$ cat src/rtl/axi4_lite_pkg.sv
// rtl/axi4_lite_pkg.sv - shared AXI4-Lite response codes, widths and bridge FSM states
package axi4_lite_pkg;

  localparam int AXI_ADDR_WIDTH = 8;
  localparam int AXI_DATA_WIDTH = 32;

  localparam logic [1:0] RESP_OKAY   = 2'b00;
  localparam logic [1:0] RESP_EXOKAY = 2'b01;
  localparam logic [1:0] RESP_SLVERR = 2'b10;
  localparam logic [1:0] RESP_DECERR = 2'b11;

  typedef enum logic [2:0] {
    ST_IDLE,
    ST_WR_REQ,
    ST_WR_RESP,
    ST_RD_REQ,
    ST_RD_DATA,
    ST_RSP
  } bridge_state_e;

  function automatic logic resp_is_err(input logic [1:0] resp);
    return resp != RESP_OKAY;
  endfunction

endpackage

$ cat src/rtl/axi4_lite_valid_hold.sv
// rtl/axi4_lite_valid_hold.sv - VALID/payload holding register: set on load, cleared on handshake
module axi4_lite_valid_hold #(
  parameter int WIDTH = 8
) (
  input  logic             clk_i,
  input  logic             rst_ni,
  input  logic             load_i,
  input  logic [WIDTH-1:0] payload_i,
  input  logic             ready_i,
  output logic             valid_o,
  output logic [WIDTH-1:0] payload_o
);

  logic             valid_q, valid_d;
  logic [WIDTH-1:0] payload_q, payload_d;

  always_comb begin
    valid_d   = valid_q;
    payload_d = payload_q;
    if (load_i) begin
      valid_d   = 1'b1;
      payload_d = payload_i;
    end else if (valid_q && ready_i) begin
      valid_d   = 1'b0;
    end
  end

  always_ff @(posedge clk_i or negedge rst_ni) begin
    if (!rst_ni) begin
      valid_q   <= 1'b0;
      payload_q <= '0;
    end else begin
      valid_q   <= valid_d;
      payload_q <= payload_d;
    end
  end

  assign valid_o   = valid_q;
  assign payload_o = payload_q;

endmodule

$ cat src/rtl/axi4_lite_master_bridge.sv
// rtl/axi4_lite_master_bridge.sv - single-outstanding command/response to AXI4-Lite master bridge
module axi4_lite_master_bridge
  import axi4_lite_pkg::*;
#(
  parameter int ADDR_WIDTH    = AXI_ADDR_WIDTH,
  parameter int DATA_WIDTH    = AXI_DATA_WIDTH,
  parameter int ERR_CNT_WIDTH = 8
) (
  input  logic                     ACLK,
  input  logic                     ARESETN,
  input  logic                     cmd_valid,
  output logic                     cmd_ready,
  input  logic                     cmd_write,
  input  logic [ADDR_WIDTH-1:0]    cmd_addr,
  input  logic [DATA_WIDTH-1:0]    cmd_wdata,
  input  logic [DATA_WIDTH/8-1:0]  cmd_wstrb,
  output logic                     rsp_valid,
  input  logic                     rsp_ready,
  output logic [DATA_WIDTH-1:0]    rsp_rdata,
  output logic [1:0]               rsp_resp,
  output logic                     rsp_write,
  output logic [ERR_CNT_WIDTH-1:0] err_count,
  output logic [ADDR_WIDTH-1:0]    AWADDR,
  output logic                     AWVALID,
  input  logic                     AWREADY,
  output logic [DATA_WIDTH-1:0]    WDATA,
  output logic [DATA_WIDTH/8-1:0]  WSTRB,
  output logic                     WVALID,
  input  logic                     WREADY,
  input  logic [1:0]               BRESP,
  input  logic                     BVALID,
  output logic                     BREADY,
  output logic [ADDR_WIDTH-1:0]    ARADDR,
  output logic                     ARVALID,
  input  logic                     ARREADY,
  input  logic [DATA_WIDTH-1:0]    RDATA,
  input  logic [1:0]               RRESP,
  input  logic                     RVALID,
  output logic                     RREADY
);

  localparam int STRB_WIDTH = DATA_WIDTH / 8;

  bridge_state_e state_q, state_d;

  logic load_wr, load_rd, cap_b, cap_r;

  logic [DATA_WIDTH-1:0]    rsp_rdata_q, rsp_rdata_d;
  logic [1:0]               rsp_resp_q, rsp_resp_d;
  logic                     rsp_write_q, rsp_write_d;
  logic [ERR_CNT_WIDTH-1:0] err_count_q, err_count_d;
  logic [1:0]               cap_resp;

  axi4_lite_valid_hold #(.WIDTH(ADDR_WIDTH)) u_aw_hold (
    .clk_i     (ACLK),
    .rst_ni    (ARESETN),
    .load_i    (load_wr),
    .payload_i (cmd_addr),
    .ready_i   (AWREADY),
    .valid_o   (AWVALID),
    .payload_o (AWADDR)
  );

  axi4_lite_valid_hold #(.WIDTH(DATA_WIDTH + STRB_WIDTH)) u_w_hold (
    .clk_i     (ACLK),
    .rst_ni    (ARESETN),
    .load_i    (load_wr),
    .payload_i ({cmd_wstrb, cmd_wdata}),
    .ready_i   (WREADY),
    .valid_o   (WVALID),
    .payload_o ({WSTRB, WDATA})
  );

  axi4_lite_valid_hold #(.WIDTH(ADDR_WIDTH)) u_ar_hold (
    .clk_i     (ACLK),
    .rst_ni    (ARESETN),
    .load_i    (load_rd),
    .payload_i (cmd_addr),
    .ready_i   (ARREADY),
    .valid_o   (ARVALID),
    .payload_o (ARADDR)
  );

  always_ff @(posedge ACLK or negedge ARESETN) begin
    if (!ARESETN) begin
      state_q <= ST_IDLE;
    end else begin
      state_q <= state_d;
    end
  end

  always_comb begin
    state_d   = state_q;
    cmd_ready = 1'b0;
    BREADY    = 1'b0;
    RREADY    = 1'b0;
    rsp_valid = 1'b0;
    load_wr   = 1'b0;
    load_rd   = 1'b0;
    cap_b     = 1'b0;
    cap_r     = 1'b0;
    unique case (state_q)
      ST_IDLE: begin
        cmd_ready = 1'b1;
        if (cmd_valid) begin
          if (cmd_write) begin
            load_wr = 1'b1;
            state_d = ST_WR_REQ;
          end else begin
            load_rd = 1'b1;
            state_d = ST_RD_REQ;
          end
        end
      end
      // AW and W retire independently; leave once neither will still be valid next cycle.
      ST_WR_REQ: begin
        if ((!AWVALID || AWREADY) && (!WVALID || WREADY)) begin
          state_d = ST_WR_RESP;
        end
      end
      ST_WR_RESP: begin
        BREADY = 1'b1;
        if (BVALID) begin
          cap_b   = 1'b1;
          state_d = ST_RSP;
        end
      end
      ST_RD_REQ: begin
        if (ARVALID && ARREADY) begin
          state_d = ST_RD_DATA;
        end
      end
      ST_RD_DATA: begin
        RREADY = 1'b1;
        if (RVALID) begin
          cap_r   = 1'b1;
          state_d = ST_RSP;
        end
      end
      ST_RSP: begin
        rsp_valid = 1'b1;
        if (rsp_ready) begin
          state_d = ST_IDLE;
        end
      end
      default: state_d = ST_IDLE;
    endcase
  end

  assign cap_resp = cap_b ? BRESP : RRESP;

  always_comb begin
    rsp_rdata_d = rsp_rdata_q;
    rsp_resp_d  = rsp_resp_q;
    rsp_write_d = rsp_write_q;
    err_count_d = err_count_q;
    if (cap_b) begin
      rsp_rdata_d = '0;
      rsp_resp_d  = BRESP;
      rsp_write_d = 1'b1;
    end else if (cap_r) begin
      rsp_rdata_d = RDATA;
      rsp_resp_d  = RRESP;
      rsp_write_d = 1'b0;
    end
    // Saturate rather than wrap so a flood of errors never reads back as few.
    if ((cap_b || cap_r) && resp_is_err(cap_resp) && (err_count_q != '1)) begin
      err_count_d = err_count_q + ERR_CNT_WIDTH'(1);
    end
  end

  always_ff @(posedge ACLK or negedge ARESETN) begin
    if (!ARESETN) begin
      rsp_rdata_q <= '0;
      rsp_resp_q  <= RESP_OKAY;
      rsp_write_q <= 1'b0;
      err_count_q <= '0;
    end else begin
      rsp_rdata_q <= rsp_rdata_d;
      rsp_resp_q  <= rsp_resp_d;
      rsp_write_q <= rsp_write_d;
      err_count_q <= err_count_d;
    end
  end

  assign rsp_rdata = rsp_rdata_q;
  assign rsp_resp  = rsp_resp_q;
  assign rsp_write = rsp_write_q;
  assign err_count = err_count_q;

endmodule
$ cat config.mk
export PLATFORM = sky130hd
export DESIGN_NAME = axi4_lite_master_bridge
export DESIGN_NICKNAME = d
export VERILOG_FILES = /design/src/rtl/axi4_lite_pkg.sv /design/src/rtl/axi4_lite_valid_hold.sv /design/src/rtl/axi4_lite_master_bridge.sv
export SDC_FILE = /design/constraint.sdc
export NUM_CORES = 1
export LEC_CHECK = 0
export BUFFER_PORTS_ARGS = -buffer_cell sky130_fd_sc_hd__buf_2
export CORE_MARGIN = 2
export CORE_UTILIZATION = 50
export DETAILED_ROUTE_END_ITERATION = 10
export PLACE_DENSITY = 0.95
export SYNTH_ARGS = -nofsm -noshare
export SYNTH_HDL_FRONTEND = slang
export SYNTH_SLANG_ARGS = --single-unit
$ cat constraint.sdc
create_clock -name ACLK -period 3.8 [get_ports ACLK]
set_clock_uncertainty 0.05 [all_clocks]
set_input_delay 0.19 -clock ACLK [delete_from_list [all_inputs] [get_ports ACLK]]
set_output_delay 0.19 -clock ACLK [all_outputs]
set_load 0.05 [all_outputs]
==> qor.csv <==
metric,value,unit
CTS root buffer,clkbuf_8,
"Slowest-stage cell, CP",nor2_2,
grt ovf,0,
CTS H-tree depth,3,
CTS tree,yes,
Slew headroom,0.135,
DP HPWL,6.94,mm
RSZ-0062 raised after global routing,no,
PortBufs,191,
first-pass GRT wire length,14.1,mm
Synth Instances,277,
Via density,5.16,
clk_lat worst skew,0.34,ns
Post-DRT Antenna Nets,0,
Critical Path Max Stage Delay,1.17,ns
layout net count,571,
max-cap viol count,0,
Fmax achieved,0.350,GHz
WL met2,4.97,mm
status,"finished, final reports clean",
count of pins over their slew limit,0,
antenna violations before repair,0,
min Tclk post-route,2.86,ns
critical path class,flop to flop,
Die Span Y,95.1,um
Worst Setup Start Kind,flop,
worst slew pin tran,1.30,ns
Site Rows,33,
GPL Wtd Cong,0.750,
"commonest non-fill, non-tap cell in the layout",buf_2,
"Seq/Total Area, Yosys",0.610,
Synth warnings,0,
I/O pin cnt,192,
top routing layer in use,met4,
Syn Nets,368,
Residual DRC,0,
starting density of the core,0.510,
Core Footprint,0.00813,sq mm
Fin Hold WS,0.00954,ns
Area growth syn-to-layout,31.5,%
"Max FO, Critical Path",35,
placed cells,561,
cells along the critical path,and4bb_1 > nor2_2 > a22o_1,
Sink Count,101,
fin cells,588,
endpoints failing hold,0,
DRT Pass-1 Iters,4,
Metal-1 WL,3.77,mm
"Clk pin slew, worst setup/hold paths",0.10,ns
share of post-route cells with drive strength above 1,0.555,
die area,0.00903,sq mm
antenna fix cells,0,
Routed wire per std cell,16.3,um
"Arr. time, crit path",3.09,ns
gr usage total,0.201,
number of global-route vias before repair,2947,
"commonest cells after routing, fill and taps aside","buf_2 (190), dfrtp_1 (101), mux2_4 (39)",
CP required,4.03,ns
initial DRC count,61,
CTS Buffer Depth,2,
post-route setup TNS,0,ns
fillers,586,
routed wire length,9.60,mm
Post-Syn Area,0.00415,sq mm
largest net degree at the start of global routing,52,
number of synthesized register bits,101,
CTS buffer count,9,
via count,3036,
worst hold-check path type,input pin to flop,
"Distinct cells, synth",38,
met3 WL,766,um
fin crit share,0.753,
endpoints failing setup,0,
Mean Syn Cell Area,15.0,sq um
post-CTS setup buffer count,0,
Die Wd,95.1,um
CP Capture Type,flop,
==> final timing paths <==
kind	from	endpoint	slack, ns	cells past startpoint
max	state_q[1]	rsp_rdata[21]	0.94	3
min	RDATA[9]	rsp_rdata[9]	0.01	2
max reg2reg	state_q[1]	rsp_rdata[21]	0.94	3
min reg2reg	rsp_write	rsp_write	0.45	2
max in group asynchronous	ARESETN	state_q[0]	2.81	3
min in group asynchronous	ARESETN	u_w_hold.payload_o[3]	0.43	3
==> cell type report <==
cell class	instances	area, sq um	share of cell area
clock buffer	9	124	0.0227
clock inverter	5	37.5	0.00688
inverter	4	15.0	0.00275
multi-input combinational	158	1510	0.278
sequential	101	2530	0.464
tap	105	131	0.0241
timing repair buffer	206	1100	0.202
==> cells in the mapped netlist <==
| cell | count | area [sq um] |
|---|---|---|
| xnor2_1 | 1 | 8.76 |
| a2111oi_0 | 1 | 8.76 |
| mux2_2 | 14 | 158 |
| mux2_4 | 39 | 586 |
| a22oi_1 | 3 | 22.5 |
| nor3b_1 | 3 | 22.5 |
| clkbuf_1 | 5 | 18.8 |
| nor3_4 | 1 | 16.3 |
| nor2_2 | 1 | 6.26 |
| and3_1 | 2 | 12.5 |
| dfrtp_1 | 101 | 2530 |
| nor2_1 | 7 | 26.3 |
| nand4_1 | 1 | 6.26 |
| nor4_1 | 1 | 6.26 |
| a21oi_1 | 4 | 20.0 |
| nand3_1 | 5 | 25.0 |
| mux2_1 | 1 | 11.3 |
| a22o_1 | 32 | 280 |
| nor3_1 | 3 | 15.0 |
| and4bb_2 | 1 | 12.5 |
| xor2_1 | 5 | 43.8 |
| or2_4 | 1 | 8.76 |
| nand3_4 | 1 | 17.5 |
| nor2b_1 | 1 | 6.26 |
| inv_1 | 4 | 15.0 |
| o21ai_0 | 3 | 15.0 |
| o22ai_1 | 1 | 6.26 |
| nand2b_1 | 4 | 25.0 |
| and4bb_1 | 1 | 12.5 |
| nor4_2 | 1 | 12.5 |
| nand2_1 | 13 | 48.8 |
| a311oi_1 | 2 | 17.5 |
| o22a_2 | 1 | 10.0 |
| nor2_4 | 1 | 11.3 |
| buf_6 | 4 | 45.0 |
| ha_1 | 1 | 12.5 |
| nand4bb_1 | 2 | 22.5 |
| buf_2 | 5 | 25.0 |
==> critical path, delay by kind of cell, from the launching register on <==
kind,cells,cell delay (ns)
simple gates,2,1.84
flops,1,0.61
compound gates,1,0.28
==> per-layer routing <==
layer	GRT usage	vias up
li1	-	1407
met1	0.237	1499
met2	0.357	122
met3	0.0640	8
met4	0.0507	0
met5	0	-
==> state kept, by name, indices dropped and copies added, names as in the netlist <==
register,count
u_w_hold.valid_o,1
u_ar_hold.valid_o,1
u_ar_hold.payload_o,8
u_w_hold.payload_o,36
u_aw_hold.payload_o,8
rsp_write,1
state_q,3
err_count,8
u_aw_hold.valid_o,1
rsp_resp,2
rsp_rdata,32
==> per-stage QoR <==
step	setup slack, ns	utilization	cell area (sq um)
after detailed placement	0.990	0.635	5160
after floorplan	1.69	-	4150
after CTS	0.961	0.658	5350
final	0.940	0.670	5450
after global placement	1.15	0.635	5160
after global routing	0.717	0.670	5450
==> kinds of logic after synthesis <==
| kind of cell | synth area share |
|---|---|
| flip-flops | 0.610 |
| adder cells (fa/ha/maj) | 0.00302 |
| AND/OR/NAND/NOR | 0.0758 |
| multiplexers | 0.182 |
| AO/OA/AOI/OAI | 0.0918 |
| XOR/XNOR | 0.0127 |
| buffers and inverters | 0.0251 |
==> timing repair <==
action                                 CTS  global route
setup endpoints to repair                0             0
endpoints found under the hold margin  103            10
resized for setup                        0             0
hold buffers                             3            10
Power is left out: the tool's default activity adds up to more than one toggle a clock period on the data nets, which glitch-free logic cannot reach.
